--- src/rtl/lsu_mem_port.sv ---
// Load/store initiator for a word-organised data memory with combinational read.
// Sub-word stores are done as a read-modify-write through the MERGE state.
module lsu_mem_port #(
    parameter int unsigned DEPTH_WORDS = 1024
) (
    input  logic        i_clk,
    input  logic        i_rst,
    input  logic        i_req_valid,
    output logic        o_req_ready,
    input  logic        i_req_we,
    input  logic [2:0]  i_req_funct3,
    input  logic [31:0] i_req_addr,
    input  logic [31:0] i_req_wdata,
    output logic        o_resp_valid,
    output logic [31:0] o_resp_rdata,
    output logic        o_resp_err,
    output logic [31:0] o_mem_a,
    output logic        o_mem_we,
    output logic [31:0] o_mem_wd,
    input  logic [31:0] i_mem_rd
);

    localparam logic [0:0]  S_IDLE     = 1'b0;
    localparam logic [0:0]  S_MERGE    = 1'b1;
    localparam logic [32:0] ADDR_LIMIT = 33'(DEPTH_WORDS) << 2;

    logic [0:0]  r_state;
    logic [31:0] r_addr;
    logic        r_half;
    logic [15:0] r_wdata;
    logic [31:0] r_old;
    logic        r_resp_valid;
    logic [31:0] r_resp_rdata;
    logic        r_resp_err;

    logic        w_is_half;
    logic        w_is_word;
    logic        w_misaligned;
    logic        w_oor;
    logic        w_illegal;
    logic        w_err;
    logic        w_accept;
    logic        w_sw;
    logic [7:0]  w_byte;
    logic [15:0] w_half;
    logic [31:0] w_load;
    logic [31:0] w_merged;

    assign w_is_half    = (i_req_funct3[1:0] == 2'b01);
    assign w_is_word    = (i_req_funct3 == 3'b010);
    assign w_misaligned = (w_is_half & i_req_addr[0]) | (w_is_word & (i_req_addr[1:0] != 2'b00));
    assign w_oor        = ({1'b0, i_req_addr} >= ADDR_LIMIT);
    // Loads reject 011/110/111; stores accept only 000/001/010.
    assign w_illegal    = i_req_we ? (i_req_funct3[2] | (i_req_funct3[1:0] == 2'b11))
                                   : ((i_req_funct3[1:0] == 2'b11) | (i_req_funct3 == 3'b110));
    assign w_err        = w_misaligned | w_oor | w_illegal;
    assign w_accept     = i_rst & (r_state == S_IDLE) & i_req_valid;
    assign w_sw         = i_req_we & w_is_word;

    assign w_byte = i_mem_rd[{i_req_addr[1:0], 3'b000} +: 8];
    assign w_half = i_req_addr[1] ? i_mem_rd[31:16] : i_mem_rd[15:0];

    always_comb begin
        w_load = i_mem_rd;
        case (i_req_funct3)
            3'b000:  w_load = {{24{w_byte[7]}}, w_byte};
            3'b001:  w_load = {{16{w_half[15]}}, w_half};
            3'b100:  w_load = {24'h0, w_byte};
            3'b101:  w_load = {16'h0, w_half};
            default: w_load = i_mem_rd;
        endcase
    end

    always_comb begin
        w_merged = r_old;
        if (r_half) begin
            w_merged[{r_addr[1], 4'b0000} +: 16] = r_wdata;
        end else begin
            w_merged[{r_addr[1:0], 3'b000} +: 8] = r_wdata[7:0];
        end
    end

    always_comb begin
        o_mem_a  = {2'b00, i_req_addr[31:2]};
        o_mem_we = 1'b0;
        o_mem_wd = i_req_wdata;
        if (r_state == S_MERGE) begin
            o_mem_a  = {2'b00, r_addr[31:2]};
            o_mem_we = i_rst;
            o_mem_wd = w_merged;
        end else if (w_accept & w_sw & ~w_err) begin
            o_mem_we = 1'b1;
        end
    end

    assign o_req_ready  = i_rst & (r_state == S_IDLE);
    assign o_resp_valid = r_resp_valid;
    assign o_resp_rdata = r_resp_rdata;
    assign o_resp_err   = r_resp_err;

    always_ff @(posedge i_clk) begin
        if (!i_rst) begin
            r_state      <= S_IDLE;
            r_addr       <= 32'h0;
            r_half       <= 1'b0;
            r_wdata      <= 16'h0;
            r_old        <= 32'h0;
            r_resp_valid <= 1'b0;
            r_resp_rdata <= 32'h0;
            r_resp_err   <= 1'b0;
        end else begin
            r_resp_valid <= 1'b0;
            case (r_state)
                S_IDLE: begin
                    if (w_accept) begin
                        r_addr  <= i_req_addr;
                        r_half  <= i_req_funct3[0];
                        r_wdata <= i_req_wdata[15:0];
                        if (w_err) begin
                            r_resp_valid <= 1'b1;
                            r_resp_rdata <= 32'h0;
                            r_resp_err   <= 1'b1;
                        end else if (!i_req_we) begin
                            r_resp_valid <= 1'b1;
                            r_resp_rdata <= w_load;
                            r_resp_err   <= 1'b0;
                        end else if (w_sw) begin
                            r_resp_valid <= 1'b1;
                            r_resp_rdata <= 32'h0;
                            r_resp_err   <= 1'b0;
                        end else begin
                            r_old   <= i_mem_rd;
                            r_state <= S_MERGE;
                        end
                    end
                end
                default: begin
                    r_state      <= S_IDLE;
                    r_resp_valid <= 1'b1;
                    r_resp_rdata <= 32'h0;
                    r_resp_err   <= 1'b0;
                end
            endcase
        end
    end

endmodule

--- config.mk ---
export PLATFORM = sky130hd
export DESIGN_NAME = lsu_mem_port
export DESIGN_NICKNAME = d
export VERILOG_FILES = /design/src/rtl/lsu_mem_port.sv
export SDC_FILE = /design/constraint.sdc
export NUM_CORES = 1
export LEC_CHECK = 0
export CORE_ASPECT_RATIO = 1.5
export CORE_MARGIN = 1.5
export CORE_UTILIZATION = 45
export CTS_BUF_LIST = sky130_fd_sc_hd__clkbuf_2
export DETAILED_ROUTE_END_ITERATION = 10
export GPL_TIMING_DRIVEN = 0
export PLACE_DENSITY = 0.74
export SLEW_MARGIN = 25
export SYNTH_ARGS = -nofsm -noshare
export SYNTH_HDL_FRONTEND = slang
export SYNTH_SLANG_ARGS = --single-unit
--- constraint.sdc ---
create_clock -name i_clk -period 2.8 [get_ports i_clk]
set_input_delay 0.56 -clock i_clk [delete_from_list [all_inputs] [get_ports i_clk]]
set_output_delay 0.56 -clock i_clk [all_outputs]
set_load 0.02 [all_outputs]
## Word level (Yosys, flattened, before mapping)

Cells that the tools add are included.

| storage, ports and cells | value |
|---|---|
| bits in registers | 116 |
| input bits | 103 |
| output and inout bits | 100 |
| word-level logic and storage cells | 71 |

| cells by class | value |
|---|---|
| reduce and logical (&&, ||, !) cells | 7 |
| equality and inequality tests | 8 |
| shift operators | 5 |
| mux-type cells | 22 |
| $add $sub $neg | 2 |
| bitwise logic cells | 18 |
| $lt $le $gt $ge | 1 |

Operators by type and width:

| cell | count |
|---|---|
| 32-bit two-way mux | 5 |
| 32-bit case mux with 4 select lines | 1 |
| 32-bit bitwise mux | 2 |
| 32-bit by 13-bit >= comparator with 1-bit output, second input constant | 1 |
| 16-bit by 7-bit variable shift with 32-bit output, first input constant | 1 |
| 8-bit by 7-bit variable shift with 32-bit output, first input constant | 1 |
| 16-bit by 7-bit variable part select with 32-bit output | 1 |
| 32-bit by 6-bit variable part select with 8-bit output | 1 |
| 8-bit by 7-bit variable part select with 32-bit output | 1 |
| 30-bit two-way mux | 1 |
| 16-bit two-way mux | 1 |
| 5-bit negator with 7-bit output | 2 |
| 1-bit two-way mux | 12 |
| 3-bit equality test, second input constant | 3 |
| 1-bit bitwise AND | 7 |
| 1-bit inverter | 6 |
| 1-bit bitwise OR | 5 |
| 5-bit AND reduction | 1 |
| 5-bit OR reduction | 1 |
| 2-bit AND reduction | 2 |
| 3-bit by 1-bit equality test with 1-bit output, second input constant | 1 |
| 3-bit by 2-bit equality test with 1-bit output, second input constant | 1 |
| 3-bit zero test | 1 |
| 3-bit by 1-bit != test with 1-bit output, second input constant | 1 |
| other kinds (4) | 4 |

## Longest topological paths before layout

Gate-level depths: netlist of the first run.

| logic depth | value |
|---|---|
| depth after elaboration | 9 |
| depth in mapped cells | 9 |
| mapped depth without buffers | 7 |

## Least setup slack after synthesis of the first run

OpenSTA, ideal clock, no wires.

| timing | value |
|---|---|
| path kind | register -> output |
| start point | register r_addr[1] |
| end point | output port o_mem_wd[31] |
| stages on the path, launching flop included | 10 |
| setup slack | 0.164 ns |
| data arrival time | 2.076 ns |
| path through | dfxtp_1 > buf_2 > inv_1 > ha_1 > nor4bb_1 > clkbuf_1 > nand2_1 > o21ai_0 > a21oi_1 > a21oi_1 |

| between the ends | value |
|---|---|
| longest elaborated chain between the ends | 5 |

RTL lines:

| item | RTL line | source |
|---|---|---|
| start, declared | 28 | `logic [31:0] r_addr;` |
| start signal, assigned | 116 | `r_addr <= i_req_addr;` |
| 5-bit negator with 7-bit output, on equally long branches | 77, 79 |  |
| 16-bit by 7-bit variable part select with 32-bit output, or another cell as far along | 77 | `w_merged[{r_addr[1], 4'b0000} +: 16] = r_wdata;` |
| 32-bit bitwise mux, on equally long branches | 77, 79 |  |
| 32-bit two-way mux (*) | 76 | `if (r_half) begin` |
| 32-bit two-way mux (*) | 87 | `if (r_state == S_MERGE) begin` |
| end, declared | 19 | `output logic [31:0] o_mem_wd,` |

Every way passes the cells marked *; elsewhere a longest branch is shown, timed or not.

## Worst setup path in the final report of the first run

| timing | value |
|---|---|
| start point | register r_addr[0] |
| end point | output port o_mem_wd[3] |

| between the ends | value |
|---|---|
| longest elaborated chain between the ends | 5 |

RTL lines:

| item | RTL line | source |
|---|---|---|
| 5-bit negator with 7-bit output (*) | 79 | `w_merged[{r_addr[1:0], 3'b000} +: 8] = r_wdata[7:0];` |
| 8-bit by 7-bit variable part select with 32-bit output or 8-bit by 7-bit variable shift with 32-bit output (tied branches) | 79 |  |
| 32-bit bitwise mux (*) | 79 |  |
| 32-bit two-way mux (*) | 76 |  |
| 32-bit two-way mux (*) | 87 |  |

Marks and branches as above.

==> results.toml, run 1 <==
[setup_path]
rrSetupSlack_ps = 720
crit_type = "register to primary output"
crit_arrival_ps = 2640
cpMaxStageDelayCell = "dfxtp_4"
cp_slowest_stage_delay_ps = 400
worstPathCellList = "clkinvlp_4, ha_4, nor4bb_4, nand2b_1, nand2_2, buf_6, a22oi_2, a21oi_2, buf_6"
critPathLaunchType = "register"
cp_top_family = "simple AND/OR/NAND/NOR gates"
cp-end-kind = "primary output"
cp_data_required_time_ps = 2240
worst-path-buf-inv = 3
path_common_cell = "buf_6"
cp_max_fo = 5

[floorplanning]
fp-row-count = 53
die_w_um = 102
die_height_um = 151
dieArea_mm2 = 0.0153
start_util_pct = 46.5
coreArea_mm2 = 0.0141
ioPinCount = 203

[drt]
ant_nets = 0
route.detailed.drc = 0
vias = 6887
drt_iter0_markers = 539
avgRoutedWirePerCell_um = 20.2
vias_per_cell = 5.69
first_pass_iters = 6
wirelength_um = 24400

[clock_network]
cts_tree = "yes"
h-tree-depth = 4
clock_path_buffers = 2
cts_root_buf = "clkbuf_2"
path_clk_slew_ps = 170
cts.sink_count = 116
clkLatencyLatePin_ps = 690
numCtsBuffers = 17
hold_buffers = 0

[placement]
dpl.cell_count = 1144
gp_congestion = 0.961
hpwl_um = 17500
port_buffers = 198

[sta]
rsz0062_at_grt = "yes"
fmax_mhz = 313
fin_crit_ps = 3200
finalHoldViolations = 0
finClkSkew_ps = 29.8
setup_violations = 32
tightestPinTransition_ps = 670
period_share_pct = 114
maxSlewViolCount = 0
relSlewSlack_pct = 55.3
fin_ws_ps = -396
setup_tns_ps = -10100

[global_route]
grt_util_met1_pct = 34.2
grt_pass1_wl_um = 35900
overflow = 0
first_global_vias = 6752
track_usage_pct = 30.9
use_met3_pct = 6.83
antenna_found_initial = 1
busiest_layer = "met2"
grt_use_met2_pct = 54.4
grt_max_degree = 17

[logic_synthesis]
yosysTopAreaCell = "dfxtp_1"
synth_area_mm2 = 0.00657
synth.area.top_cells = "dfxtp_1, mux2i_1, mux2_2, nand2_1, o21ai_0"
synth_top_area_share_pct = 35.4
synthFlopType = "dfxtp_1"
async_flop_share_pct = 0
netlist_instances = 753
yosysSeqAreaShare_pct = 35.4
synth_edf_count = 0
syn_avg_cell_area_um2 = 8.72
ys_ff_latch = 116
yosys_warnings = 0
synth.distinct_cells = 49

[cells_and_area]
final_cell_mix = "nand2_1, clkdlybuf4s50_1, dfxtp_1"
drive_gt1_share_pct = 25.4
nFillCells = 1144
nNetsFinal = 1113
layout.cells.most_common = "nand2_1"
area_growth_pct = 50.6
finalNonFillerCells = 1211

[power_and_ir_drop]
p_leak_nw = 3.82
power_density_mw_per_mm2 = 382
peakVddDrop_mv = 0.244

[outcome]
violations = "negative setup slack"
status = "complete, but fails checks"

[worst_hold_path]
worst_hold_path_type = "primary input to register"

[run]
drv_cap = 0
-- cells in the mapped netlist, types with 2 or more instances --
library cell	number
nor2b_1	41
mux2_2	56
clkbuf_1	41
dfxtp_1	116
o21a_1	2
o22ai_1	2
nand2_1	135
buf_6	5
a22oi_1	8
a21oi_1	48
a221oi_1	24
buf_2	6
inv_1	9
o21ai_0	55
o221ai_1	7
nor4_4	6
nor4_2	4
ha_1	5
a31oi_1	6
a21o_1	2
nand2b_1	2
nand4_1	2
mux2i_1	73
o2bb2ai_1	16
buf_4	4
nor2_1	32
nor3_1	3
nor3b_1	8
nor4bb_1	2
o211ai_1	7
nand3_1	2
buf_1	5
nor4_1	2
a2bb2oi_1	2
-- sequential cells by signal, indices dropped and copies added, names as in the netlist --
name          flops
o_resp_err        1
o_resp_rdata     32
o_resp_valid      1
r_addr           32
r_half            1
r_old            32
r_state           1
r_wdata          16
-- report_power, final --
group          switching [mW]  internal (mW)  total [mW]
combinational           0.477          0.438       0.914
sequential             0.0529           1.70        1.76
clock                   0.690          0.413        1.10
-- path summary, 6_finish.rpt --
path / endpoint / depth (start not counted) / start
max: o_mem_wd[3] / 9 / r_addr[0]$_SDFFE_PN0P_
min: r_addr[0]$_SDFFE_PN0P_ / 3 / i_req_addr[0]
max reg2reg: r_old[7]$_SDFFE_PN0P_ / 8 / r_state$_SDFF_PP0_
min reg2reg: o_resp_rdata[14]$_SDFFE_PN0P_ / 2 / o_resp_rdata[14]$_SDFFE_PN0P_
-- final cells by class --
class	instances	area, um2	area share (%)
repair buffers	232	2350	23.7
inverters	9	42.5	0.430
plain buffers	61	365	3.69
clock inverters	13	136	1.38
flip-flops and latches	116	2330	23.5
clock buffers	19	95.1	0.961
multi-input cells	568	4330	43.8
diodes	1	2.50	0.0253
well taps	192	240	2.43
-- through the flow --
| stage | worst slack, ps | instance area [um2] | utilization [%] | hold WS [ps] | total power, mW |
|---|---|---|---|---|---|
| floorplan | 164 | 6570 | - | 432 | 2.16 |
| global placement | -820 | 8790 | 62.3 | 433 | 2.55 |
| detailed placement | -824 | 8790 | 62.3 | 441 | 2.56 |
| CTS | -344 | 9510 | 67.3 | 153 | 3.71 |
| global route | -529 | 9890 | 70.0 | 155 | 3.93 |
| finish | -396 | 9890 | 70.0 | 176 | 3.77 |
-- what timing repair did --
item / CTS / global route
gates resized for setup: 265 / 97
endpoints found under the setup margin: 64 / 92
setup buffers: 26 / 9
pin swaps: 23 / 26
-- cells by family (layout without fill, tap and decap cells) --
| logic type | count (synthesis) | count (layout) | share of synthesized area (%) |
|---|---|---|---|
| AOI/OAI and AO/OA | 183 | 183 | 17.9 |
| adders and majority gates | 5 | 5 | 0.952 |
| buffers and inverters | 70 | 334 | 4.91 |
| DFF | 116 | 116 | 35.4 |
| muxes | 130 | 130 | 21.1 |
| other | 1 | 3 | 0.0571 |
| and+or+nand+nor | 248 | 248 | 19.7 |
-- layer usage --
metal / wire length, um / up-vias
met5: 0 / -
met4: 1300 / 0
met3: 1880 / 96
met2: 12300 / 381
met1: 8950 / 3192
li1: - / 3218
-- worst register-to-register path: stages (launching register included) --
cell and delay (ps):
dfxtp_2 370, and3b_1 190, buf_2 210, nand4_1 200, nor4_4 320, buf_6 180, buf_6 190, mux2i_2 270
nor2b_1 90
Power figures use the tool's default switching activity.
==> inputs of run 2 (changes only) <==
Settings changed: ABC_CLOCK_PERIOD_IN_PS from default to 2800, CTS_CLUSTER_SIZE from default to 30.
==> results of run 2 <==
Final layout, timing and power as in run 1 (identical DEF).
